$ cat src/rtl/gpio_in_capture.sv
// Pad-input capture: per-pin 2-flop synchronizer, optional debounce, edge detect,
// sticky W1C status and masked IRQ. Define GPIO_DEBOUNCE_EN to build the debounce counters.
module gpio_in_capture #(
    parameter int OPENFRAME_IO_PADS = 19,
    parameter int DEB_CNT_W         = 8
) (
    input  logic                         mclk,
    input  logic                         rst,
    input  logic [OPENFRAME_IO_PADS-1:0] gpio_in,
    input  logic [DEB_CNT_W-1:0]         cfg_deb_limit,
    input  logic [OPENFRAME_IO_PADS-1:0] cfg_posedge_en,
    input  logic [OPENFRAME_IO_PADS-1:0] cfg_negedge_en,
    input  logic [OPENFRAME_IO_PADS-1:0] cfg_int_mask,
    input  logic [OPENFRAME_IO_PADS-1:0] int_clr,
    output logic [OPENFRAME_IO_PADS-1:0] gpio_data,
    output logic [OPENFRAME_IO_PADS-1:0] gpio_int_stat,
    output logic                         gpio_irq
);

    localparam int N = OPENFRAME_IO_PADS;

    logic [N-1:0] sync1_q, sync2_q;
    logic [N-1:0] stable_q, stable_d;
    logic [N-1:0] stat_q, stat_d;
    logic         irq_q, irq_d;
    logic [N-1:0] update, rise, fall;

    // NOTE: sequential state uses <= so every flop samples pre-edge values.
    always_ff @(posedge mclk) begin
        if (rst) begin
            sync1_q <= '0;
            sync2_q <= '0;
        end else begin
            sync1_q <= gpio_in;
            sync2_q <= sync1_q;
        end
    end

`ifdef GPIO_DEBOUNCE_EN
    logic [DEB_CNT_W-1:0] cnt_q [N];
    logic [DEB_CNT_W-1:0] cnt_d [N];

    // NOTE: defaults first in always_comb so no path leaves a signal unassigned (no latch).
    always_comb begin
        for (int i = 0; i < N; i++) begin
            cnt_d[i]  = '0;
            update[i] = 1'b0;
            if (sync2_q[i] != stable_q[i]) begin
                if (cnt_q[i] >= cfg_deb_limit) begin
                    update[i] = 1'b1;
                end else begin
                    cnt_d[i] = cnt_q[i] + DEB_CNT_W'(1);
                end
            end
        end
    end

    // NOTE: counter array is reset explicitly; it is flop state, not a RAM.
    always_ff @(posedge mclk) begin
        if (rst) begin
            for (int i = 0; i < N; i++) cnt_q[i] <= '0;
        end else begin
            cnt_q <= cnt_d;
        end
    end
`else
    logic unused_deb_limit;
    assign unused_deb_limit = ^cfg_deb_limit;
    assign update           = sync2_q ^ stable_q;
`endif

    // An update adopts the synchronized level; edge direction is the new level.
    assign stable_d = (stable_q & ~update) | (sync2_q & update);
    assign rise     = update & sync2_q & cfg_posedge_en;
    assign fall     = update & ~sync2_q & cfg_negedge_en;
    assign stat_d   = (stat_q & ~int_clr) | rise | fall;
    assign irq_d    = |(stat_q & cfg_int_mask);

    always_ff @(posedge mclk) begin
        if (rst) begin
            stable_q <= '0;
            stat_q   <= '0;
            irq_q    <= 1'b0;
        end else begin
            stable_q <= stable_d;
            stat_q   <= stat_d;
            irq_q    <= irq_d;
        end
    end

    assign gpio_data     = stable_q;
    assign gpio_int_stat = stat_q;
    assign gpio_irq      = irq_q;

endmodule

$ cat config.mk
export PLATFORM = sky130hd
export DESIGN_NAME = gpio_in_capture
export DESIGN_NICKNAME = d
export VERILOG_FILES = /design/src/rtl/gpio_in_capture.sv
export SDC_FILE = /design/constraint.sdc
export NUM_CORES = 1
export LEC_CHECK = 0
export BUFFER_PORTS_ARGS = -buffer_cell sky130_fd_sc_hd__buf_2
export CORE_MARGIN = 1.5
export CORE_UTILIZATION = 42
export CTS_BUF_LIST = sky130_fd_sc_hd__clkbuf_8
export DETAILED_ROUTE_END_ITERATION = 6
export MAX_ROUTING_LAYER = met4
export PLACE_DENSITY = 0.77
export SYNTH_ARGS = -nofsm -noshare
export SYNTH_HDL_FRONTEND = slang
export SYNTH_SLANG_ARGS = --single-unit
$ cat constraint.sdc
create_clock -name mclk -period 2.8 [get_ports mclk]
set_input_delay 0.28 -clock mclk [delete_from_list [all_inputs] [get_ports mclk]]
set_output_delay 0.28 -clock mclk [all_outputs]
set_load 0.03 [all_outputs]
* Yosys cells after proc, flatten, opt, wreduce, memory -nomap -nowiden
Index checks and enable logic that the tools add are counted.
** Storage, ports and cells
- Bits of input ports :: 105
- Logic and storage cells :: 20
- Register bits after elaboration :: 77
- Output and inout bits :: 39
** Cells by class
- Bitwise logic cells :: 14
- Reduce and logical (&&, ||, !) cells :: 1
** Operators with widths (number)
- AND 19 bit :: 7
- inverter 19 bit :: 3
- bitwise OR 19 bit :: 3
- OR reduction 19 bit :: 1
- XOR 19 bit :: 1

* Longest topological paths before layout
Gate-level depths: netlist (run 1).
- Word-level depth :: 5
- Depth in mapped cells :: 4
- Depth with buffers taken out :: 4

* Least setup slack after synthesis (run 1)
Ideal clock, no wire load.
- Path kind :: register -> register
- Start :: register stat_q[14], in the netlist gpio_int_stat[14]
- End :: register irq_q, in the netlist gpio_irq
- Cell stages (with the launch flop) :: 5
- Data required time :: 2.670 ns
- Buffers on the path :: 0
- Data arrival time :: 0.941 ns
- Period minus slack after synthesis :: 1.071 ns
- Setup time :: 0.130 ns
- Slack :: 1.729 ns
- Path through :: dfxtp_1 > a22oi_1 > nand4_1 > nor3_1 > a21oi_1
** On the way
- Longest elaborated chain between the ends :: 2
** RTL lines
- from (decl) :: RTL line 24 : logic [N-1:0] stat_q, stat_d;
- from (signal assigned) :: RTL line 86 : stat_q <= stat_d;
- AND 19 bit :: RTL line 77 : assign irq_d = |(stat_q & cfg_int_mask);
- OR reduction 19 bit :: RTL line 77
- to (signal assigned) :: RTL line 87 : irq_q <= irq_d;
- to (decl) :: RTL line 25 : logic irq_q, irq_d;
Every way passes these cells.
A chain may end at the register's enable or synchronous reset.

* Worst setup path after layout (run 1)
- Start :: register stat_q[10], in the netlist gpio_int_stat[10]
- End :: output gpio_int_stat[10]
** RTL lines
- to (decl) :: RTL line 16 : output logic [OPENFRAME_IO_PADS-1:0] gpio_int_stat,
No word-level cell between the ends.

==> results of run 1 <==
where the power goes:
group	internal, mW	total, mW	switching [mW]	leakage, nW
clock network	0.406	0.786	0.380	0.0987
logic	0.0979	0.198	0.100	0.879
registers	1.14	1.16	0.0232	0.632
total	1.64	2.15	0.504	1.61
metal layers:
metal / wire, µm / vias up / GRT usage [%]
met5: 0 / - / -
met4: 132 / 0 / 10.7
met3: 343 / 12 / 4.04
met2: 2440 / 81 / 26.5
met1: 2260 / 955 / 17.5
li1: - / 1151 / -
layout make-up:
cell class | instances | area share [%]
flip-flops and latches | 77 | 44.0
multi-input cells | 147 | 24.1
repair buffers | 136 | 19.9
inverters | 36 | 3.86
clock buffers | 9 | 3.54
well taps | 75 | 2.68
clock inverters | 7 | 1.89
kinds of logic after synthesis:
family,share of synthesized area (%)
DFF,60.0
buffers and inverters,7.11
AOI/OAI and AO/OA,12.1
and+or+nand+nor,20.7
worst paths after layout:
path                           from                 to  slack, ns
setup / recovery  gpio_int_stat[10]  gpio_int_stat[10]       1.55
hold / removal          gpio_in[14]        sync1_q[14]       0.15
setup reg to reg  gpio_int_stat[11]           gpio_irq       1.63
hold reg to reg          sync1_q[8]         sync2_q[8]       0.44
stage by stage:
step | total power [mW] | util, % | hold WS (ns) | area (µm²)
floorplan | 1.29 | - | 0.408 | 2570
global placement | 1.38 | 55.9 | 0.417 | 3310
detailed placement | 1.39 | 55.9 | 0.420 | 3310
CTS | 2.18 | 59.1 | 0.130 | 3500
global route | 2.25 | 59.1 | 0.134 | 3500
finish | 2.15 | 59.1 | 0.150 | 3500
registers in the layout, summed over array words and instances, names as in the netlist:
name / count
gpio_irq: 1
gpio_int_stat: 19
sync1_q: 19
sync2_q: 19
gpio_data: 19
cells in the mapped netlist (2+ instances only):
library cell               count
sky130_fd_sc_hd__dfxtp_1      77
sky130_fd_sc_hd__nor2b_1      57
sky130_fd_sc_hd__inv_1        36
sky130_fd_sc_hd__nand2_1      20
sky130_fd_sc_hd__a31oi_1      19
sky130_fd_sc_hd__nor2_1       18
sky130_fd_sc_hd__o22ai_1      18
sky130_fd_sc_hd__a22oi_1       7
sky130_fd_sc_hd__buf_2         5
sky130_fd_sc_hd__buf_4         3
sky130_fd_sc_hd__nand3b_1      2
==> impl_table.tex, run 1 <==
\begin{tabular}{lr}
\hline
Metric & Value \\
\hline
\multicolumn{2}{l}{\textbf{Detailed routing}} \\
\quad Routed wire per std cell & roughly 11 µm \\
\quad Vias post-DR & 2199 \\
\quad Violation count after the first detailed-routing iteration & 41 \\
\quad Number of nets still failing antenna checks after routing & 0 \\
\quad Detailed-route DRC error count & 0 \\
\quad Sum of routed wire length over all layers & 5180 µm \\
\quad Initial DRT Pass Iterations & 4 \\
\quad Avg Vias per Cell & 4.52 \\
\multicolumn{2}{l}{\textbf{Placement}} \\
\quad Minimum setup slack after placement & 1.46 ns \\
\quad Final GP Congestion & roughly 0.79 \\
\quad Number of buffer cells added on primary ports & 135 \\
\quad Cells after DPL & 471 \\
\quad Detailed-placement wirelength estimate & around 4000 µm \\
\multicolumn{2}{l}{\textbf{Floorplan}} \\
\quad Area of the core & 0.00592 mm² \\
\quad Number of I/O pins & 144 \\
\quad Initial core utilization & between 40\% and 50\% \\
\quad Vertical die dimension & 81.2 µm \\
\quad Die area & around 0.0066 mm² \\
\quad Horizontal die dimension & between 80 and 90 µm \\
\quad Standard-cell row count & 28 \\
\multicolumn{2}{l}{\textbf{Final layout}} \\
\quad Number of nets in the final layout & 512 \\
\quad Most frequent cells in the layout & sky130\_fd\_sc\_hd\_\_buf\_2 (135), sky130\_fd\_sc\_hd\_\_dfxtp\_1 (77), sky130\_fd\_sc\_hd\_\_nor2b\_1 (57) \\
\quad Most common cell after layout, fill and taps aside & sky130\_fd\_sc\_hd\_\_buf\_2 \\
\quad Area of the multi-input gates & 843 µm² \\
\quad Fill cell total of the finished layout & 539 \\
\quad Area growth from synthesis to final layout & 36.3\% \\
\quad Final cell count without fillers & 487 \\
\quad Layout cell share with drive strength beyond 1 & 37.1\% \\
\quad FF+latch area & 0.00154 mm² \\
\quad Diodes inserted & 0 \\
\multicolumn{2}{l}{\textbf{Timing}} \\
\quad Final hold vios & 0 \\
\quad Unrepaired setup endpoints after global routing & no \\
\quad Transition time at the pin with the least slew margin & 0.653 ns \\
\quad Part of the cycle the worst path needs & 44.5\% \\
\quad Highest achievable clock rate & 802 MHz \\
\quad Max Slew Vio Count & 0 \\
\quad Skew final & $\sim$0.0058 ns \\
\quad Post-layout minimum cycle time & between 1 and 1.5 ns \\
\quad Number of endpoints failing setup at the final stage & 0 \\
\quad Worst Setup Slack, final & 1.55 ns \\
\quad Remaining max-slew budget at the tightest pin & a little under three fifths \\
\quad Setup TNS & 0 ns \\
\multicolumn{2}{l}{\textbf{Global routing}} \\
\quad GRT Overall Usage & 16.3\% \\
\quad Total global routing overflow & 0 \\
\quad Largest net degree at the start of global routing & 43 \\
\quad Vias in the first global route & approximately 1900 \\
\quad Wire length of the first global-routing pass & 7780 µm \\
\quad Number of antenna violations at the first check in global routing & 0 \\
\multicolumn{2}{l}{\textbf{Setup path}} \\
\quad Worst path arrival time & 0.97 ns \\
\quad Kind of start point of the critical path & flip-flop \\
\quad Critical path buffer and inverter count & 1 \\
\quad Family with the most delay on the worst path & flip-flops \\
\quad Critical path depth & 1 \\
\quad Number of cells traversed by the worst register-to-register path & 4 \\
\quad Endpoint required time on the critical path & approximately 2.5 ns \\
\quad Worst path cell trace & buf\_2 \\
\quad Cell with the largest stage delay on the worst path & sky130\_fd\_sc\_hd\_\_dfxtp\_1 \\
\quad Peak per-stage delay on the critical path & around 0.41 ns \\
\quad Setup Crit Path Kind & flip-flop to output pin \\
\quad Max FO, Critical Path & 3 \\
\quad Category of the worst setup path capture point & output pin \\
\multicolumn{2}{l}{\textbf{Clock tree}} \\
\quad \# clock sinks & 77 \\
\quad Maximum buffer depth of the clock tree & 2 \\
\quad Clock tree root buffer cell & sky130\_fd\_sc\_hd\_\_clkbuf\_8 \\
\quad Source-to-sink clock delay at the later pin of the worst-skew pair & 0.33 ns \\
\quad Hold buffer count at CTS & 0 \\
\quad H-tree level count & 3 \\
\quad Clock transition at the registers of the reported paths & about 0.08 ns \\
\quad CTS buffer count & 9 \\
\quad Number of gates resized after cts & 0 \\
\quad CTS tree & built \\
\quad Number of buffers added for setup after CTS & 0 \\
\multicolumn{2}{l}{\textbf{Logic synthesis}} \\
\quad Number of synthesized flops with an enable pin & 0 \\
\quad Unique cell type count in the Yosys netlist & 17 \\
\quad Post-synth ARST share & 0\% \\
\quad Mean instance size in the synthesized netlist & 9.58 µm² \\
\quad Number of instances in the synthesized netlist & 268 \\
\quad Top-area cell type share of the netlist area & around three fifths \\
\quad Area contributors post-synth & sky130\_fd\_sc\_hd\_\_dfxtp\_1 (60\%), sky130\_fd\_sc\_hd\_\_nor2b\_1 (14\%), sky130\_fd\_sc\_hd\_\_inv\_1 (5.3\%) \\
\quad Synth Cell Area & 0.00257 mm² \\
\quad Seq/Total Area, Yosys & 60.0\% \\
\quad Top cell type by total area after synthesis & sky130\_fd\_sc\_hd\_\_dfxtp\_1 \\
\quad Count of state elements after synthesis & 77 \\
\quad Most used DFF post-synth & sky130\_fd\_sc\_hd\_\_dfxtp\_1 \\
\quad Yosys warning total & 0 \\
\quad Number of nets produced by synthesis & approximately 370 \\
\multicolumn{2}{l}{\textbf{Power and ir drop}} \\
\quad Ratio of total power to cell area & 614 mW/mm² \\
\quad Leakage power total & 1.61 nW \\
\quad IR Drop Worst-Case VDD & 0.465 mV \\
\multicolumn{2}{l}{\textbf{Flow run}} \\
\quad Number of violations of the max-capacitance limit & 0 \\
\multicolumn{2}{l}{\textbf{Worst hold path}} \\
\quad Count of cells along the worst hold path & 2 \\
\quad Type of the most critical hold path & primary input to flip-flop \\
\multicolumn{2}{l}{\textbf{Run status}} \\
\quad Status & finished, final reports clean \\
\hline
\end{tabular}
Power figures use the tool's default switching activity.
==> run 2, diff against run 1 <==
Clock period 2.8 ns to 1.26 ns, I/O delays scaled along.
==> impl_table.tex, run 2 (synthesis results as in run 1) <==
\begin{tabular}{lr}
\hline
Metric & Value \\
\hline
\multicolumn{2}{l}{\textbf{Run status}} \\
\quad Status & finished, final reports clean \\
\multicolumn{2}{l}{\textbf{Clock tree}} \\
\quad H-tree level count & 3 \\
\quad Source-to-sink clock delay at the later pin of the worst-skew pair & 0.33 ns \\
\quad \# clock sinks & 77 \\
\quad CTS tree & built \\
\quad Clock transition at the registers of the reported paths & approximately 0.07 ns \\
\quad CTS buffer count & 9 \\
\quad Number of buffers added for setup after CTS & 0 \\
\quad Clock tree root buffer cell & sky130\_fd\_sc\_hd\_\_clkbuf\_8 \\
\quad Maximum buffer depth of the clock tree & 2 \\
\multicolumn{2}{l}{\textbf{Setup path}} \\
\quad Cell with the largest stage delay on the worst path & sky130\_fd\_sc\_hd\_\_dfxtp\_1 \\
\quad Worst path arrival time & 1.04 ns \\
\quad Worst path cell trace & buf\_4, buf\_2 \\
\quad Critical path buffer and inverter count & 2 \\
\quad Critical R2R Launch & gpio\_int\_stat[11] \\
\quad Kind of start point of the critical path & flip-flop \\
\quad Endpoint required time on the critical path & 1.13 ns \\
\quad Category of the worst setup path capture point & output pin \\
\quad Max FO, Critical Path & 2 \\
\quad Slack of the worst reg-to-reg path & 0.16 ns \\
\quad Family with the most delay on the worst path & flip-flops \\
\quad Setup Crit Path Kind & flip-flop to output pin \\
\quad Peak per-stage delay on the critical path & $\sim$0.38 ns \\
\quad CP Launch Point & gpio\_int\_stat[10] \\
\multicolumn{2}{l}{\textbf{Placement}} \\
\quad Final GP Congestion & 0.838 \\
\quad Minimum setup slack after placement & 0.144 ns \\
\quad Detailed-placement wirelength estimate & 4000 µm \\
\quad Number of buffer cells added on primary ports & 135 \\
\multicolumn{2}{l}{\textbf{Final layout}} \\
\quad Diodes inserted & 0 \\
\quad Layout cell share with drive strength beyond 1 & between 30 and 40\% \\
\quad Most frequent cells in the layout & sky130\_fd\_sc\_hd\_\_buf\_2 (135), sky130\_fd\_sc\_hd\_\_dfxtp\_1 (77), sky130\_fd\_sc\_hd\_\_nor2b\_1 (57) \\
\quad Number of nets in the final layout & 525 \\
\quad Fraction of the core area covered by cells at the end of the flow & 60.8\% \\
\quad Fill cell total of the finished layout & 546 \\
\quad Most common cell after layout, fill and taps aside & sky130\_fd\_sc\_hd\_\_buf\_2 \\
\quad FF+latch area & 0.00154 mm² \\
\quad Area growth from synthesis to final layout & 40.3\% \\
\quad Area of the multi-input gates & 848 µm² \\
\multicolumn{2}{l}{\textbf{Timing}} \\
\quad Remaining max-slew budget at the tightest pin & 75.0\% \\
\quad Unrepaired setup endpoints after global routing & no \\
\quad Worst Setup Slack, final & 0.0895 ns \\
\quad Highest achievable clock rate & $\sim$850 MHz \\
\quad Max Slew Vio Count & 0 \\
\quad Skew final & 0.00594 ns \\
\quad Post-layout minimum cycle time & 1.17 ns \\
\quad Part of the cycle the worst path needs & 92.9\% \\
\quad Transition time at the pin with the least slew margin & 0.375 ns \\
\quad Number of endpoints failing setup at the final stage & 0 \\
\quad Final hold vios & 0 \\
\quad Setup TNS & 0 ns \\
\multicolumn{2}{l}{\textbf{Floorplan}} \\
\quad Die area & between 0.006 and 0.007 mm² \\
\quad Standard-cell row count & 28 \\
\quad Initial core utilization & 43.4\% \\
\quad Vertical die dimension & 81.2 µm \\
\quad Area of the core & 0.00592 mm² \\
\quad Horizontal die dimension & 81.2 µm \\
\quad Number of I/O pins & 144 \\
\multicolumn{2}{l}{\textbf{Global routing}} \\
\quad Vias in the first global route & approximately 2100 \\
\quad GRT Overall Usage & a little under a fifth \\
\quad Wire length of the first global-routing pass & between 8000 and 9000 µm \\
\quad Routing layer with the top usage in global route & met2 \\
\quad GRT met2 Usage & 30.6\% \\
\quad Met3 track demand over resource in global routing & 4.04\% \\
\quad Number of antenna violations at the first check in global routing & 0 \\
\quad Largest net degree at the start of global routing & 78 \\
\quad GRT met1 Usage & 19.0\% \\
\quad Total global routing overflow & 0 \\
\multicolumn{2}{l}{\textbf{Detailed routing}} \\
\quad Routed wire per std cell & between 10 and 15 µm \\
\quad Number of nets still failing antenna checks after routing & 0 \\
\quad Sum of routed wire length over all layers & 5550 µm \\
\quad Vias post-DR & 2284 \\
\quad Avg Vias per Cell & 4.58 \\
\quad Violation count after the first detailed-routing iteration & 86 \\
\quad Initial DRT Pass Iterations & 4 \\
\quad Detailed-route DRC error count & 0 \\
\multicolumn{2}{l}{\textbf{Power and ir drop}} \\
\quad Cell-internal power & 3.51 mW \\
\quad Part of the power in the clock network & 33.1\% \\
\quad Leakage power total & 1.66 nW \\
\quad IR Drop Worst-Case VDD & 0.660 mV \\
\quad Ratio of total power to cell area & 1270 mW/mm² \\
\quad Switching Share & 23.4\% \\
\quad Sequential power share & between 50 and 60\% \\
\quad Switching pwr & 1.07 mW \\
\quad Power share of the combinational group & 10.5\% \\
\multicolumn{2}{l}{\textbf{Worst hold path}} \\
\quad Hold Startpoint & gpio\_in[11] \\
\quad Type of the most critical hold path & primary input to flip-flop \\
\multicolumn{2}{l}{\textbf{Flow run}} \\
\quad Number of violations of the max-capacitance limit & 0 \\
\hline
\end{tabular}
-- run 2: changes by cell type in the layout (fill, tap and decap cells not counted) --
cell and delta:
sky130_fd_sc_hd__buf_4 +1, sky130_fd_sc_hd__bufinv_16 -1, sky130_fd_sc_hd__clkbuf_8 +1, sky130_fd_sc_hd__clkinv_2 -2, sky130_fd_sc_hd__clkinv_4 -1, sky130_fd_sc_hd__clkinvlp_4 -1, sky130_fd_sc_hd__dlygate4sd3_1 +12, sky130_fd_sc_hd__inv_1 +3
sky130_fd_sc_hd__nor3_1 -1, sky130_fd_sc_hd__nor3_2 +1
-- run 2: worst paths after layout --
| check | cells past startpoint | to |
|---|---|---|
| setup / recovery | 2 | gpio_int_stat[10] |
| hold / removal | 2 | sync1_q[11] |
| setup reg to reg | 4 | gpio_irq |
| hold reg to reg | 1 | sync2_q[2] |
-- run 2: cell type report --
cell class                      count  share of cell area [%]
Sequential cell                    77                    42.8
Clock buffer                       10                    3.82
Tap cell                           75                    2.61
Multi-Input combinational cell    147                    23.6
Inverter                           36                    3.75
Clock inverter                      5                   0.591
Timing Repair Buffer              149                    22.9
-- run 2: through the flow --
stage	power [mW]	hold WS [ns]	area, µm²	std cells
finish	4.58	0.0131	3600	499
global placement	3.08	0.333	3320	472
global route	4.80	0.00747	3600	499
floorplan	2.87	0.254	2570	268
detailed placement	3.09	0.338	3320	472
CTS	4.63	0.00955	3600	499
-- run 2: layer usage --
metal  vias to the layer above  routed length (µm)
li1                       1172                   -
met1                      1012                2420
met2                        89                2650
met3                        11                 356
met4                         0                 135
met5                         -                   0
-- run 2: power groups by stage --
stage / combinational, mW / sequential (mW) / clock (mW)
after floorplan: 0.156 / 2.71 / 0
after global placement: 0.441 / 2.63 / 0
after detailed placement: 0.451 / 2.64 / 0
after CTS: 0.482 / 2.58 / 1.57
after global routing: 0.531 / 2.59 / 1.67
final: 0.481 / 2.58 / 1.52
-- run 2: timing repair --
action | in CTS | in global routing
gates resized for setup | 0 | 1
endpoints found under the setup margin | 0 | 1
hold buffers | 12 | 0
hold endpoints to repair | 12 | 0
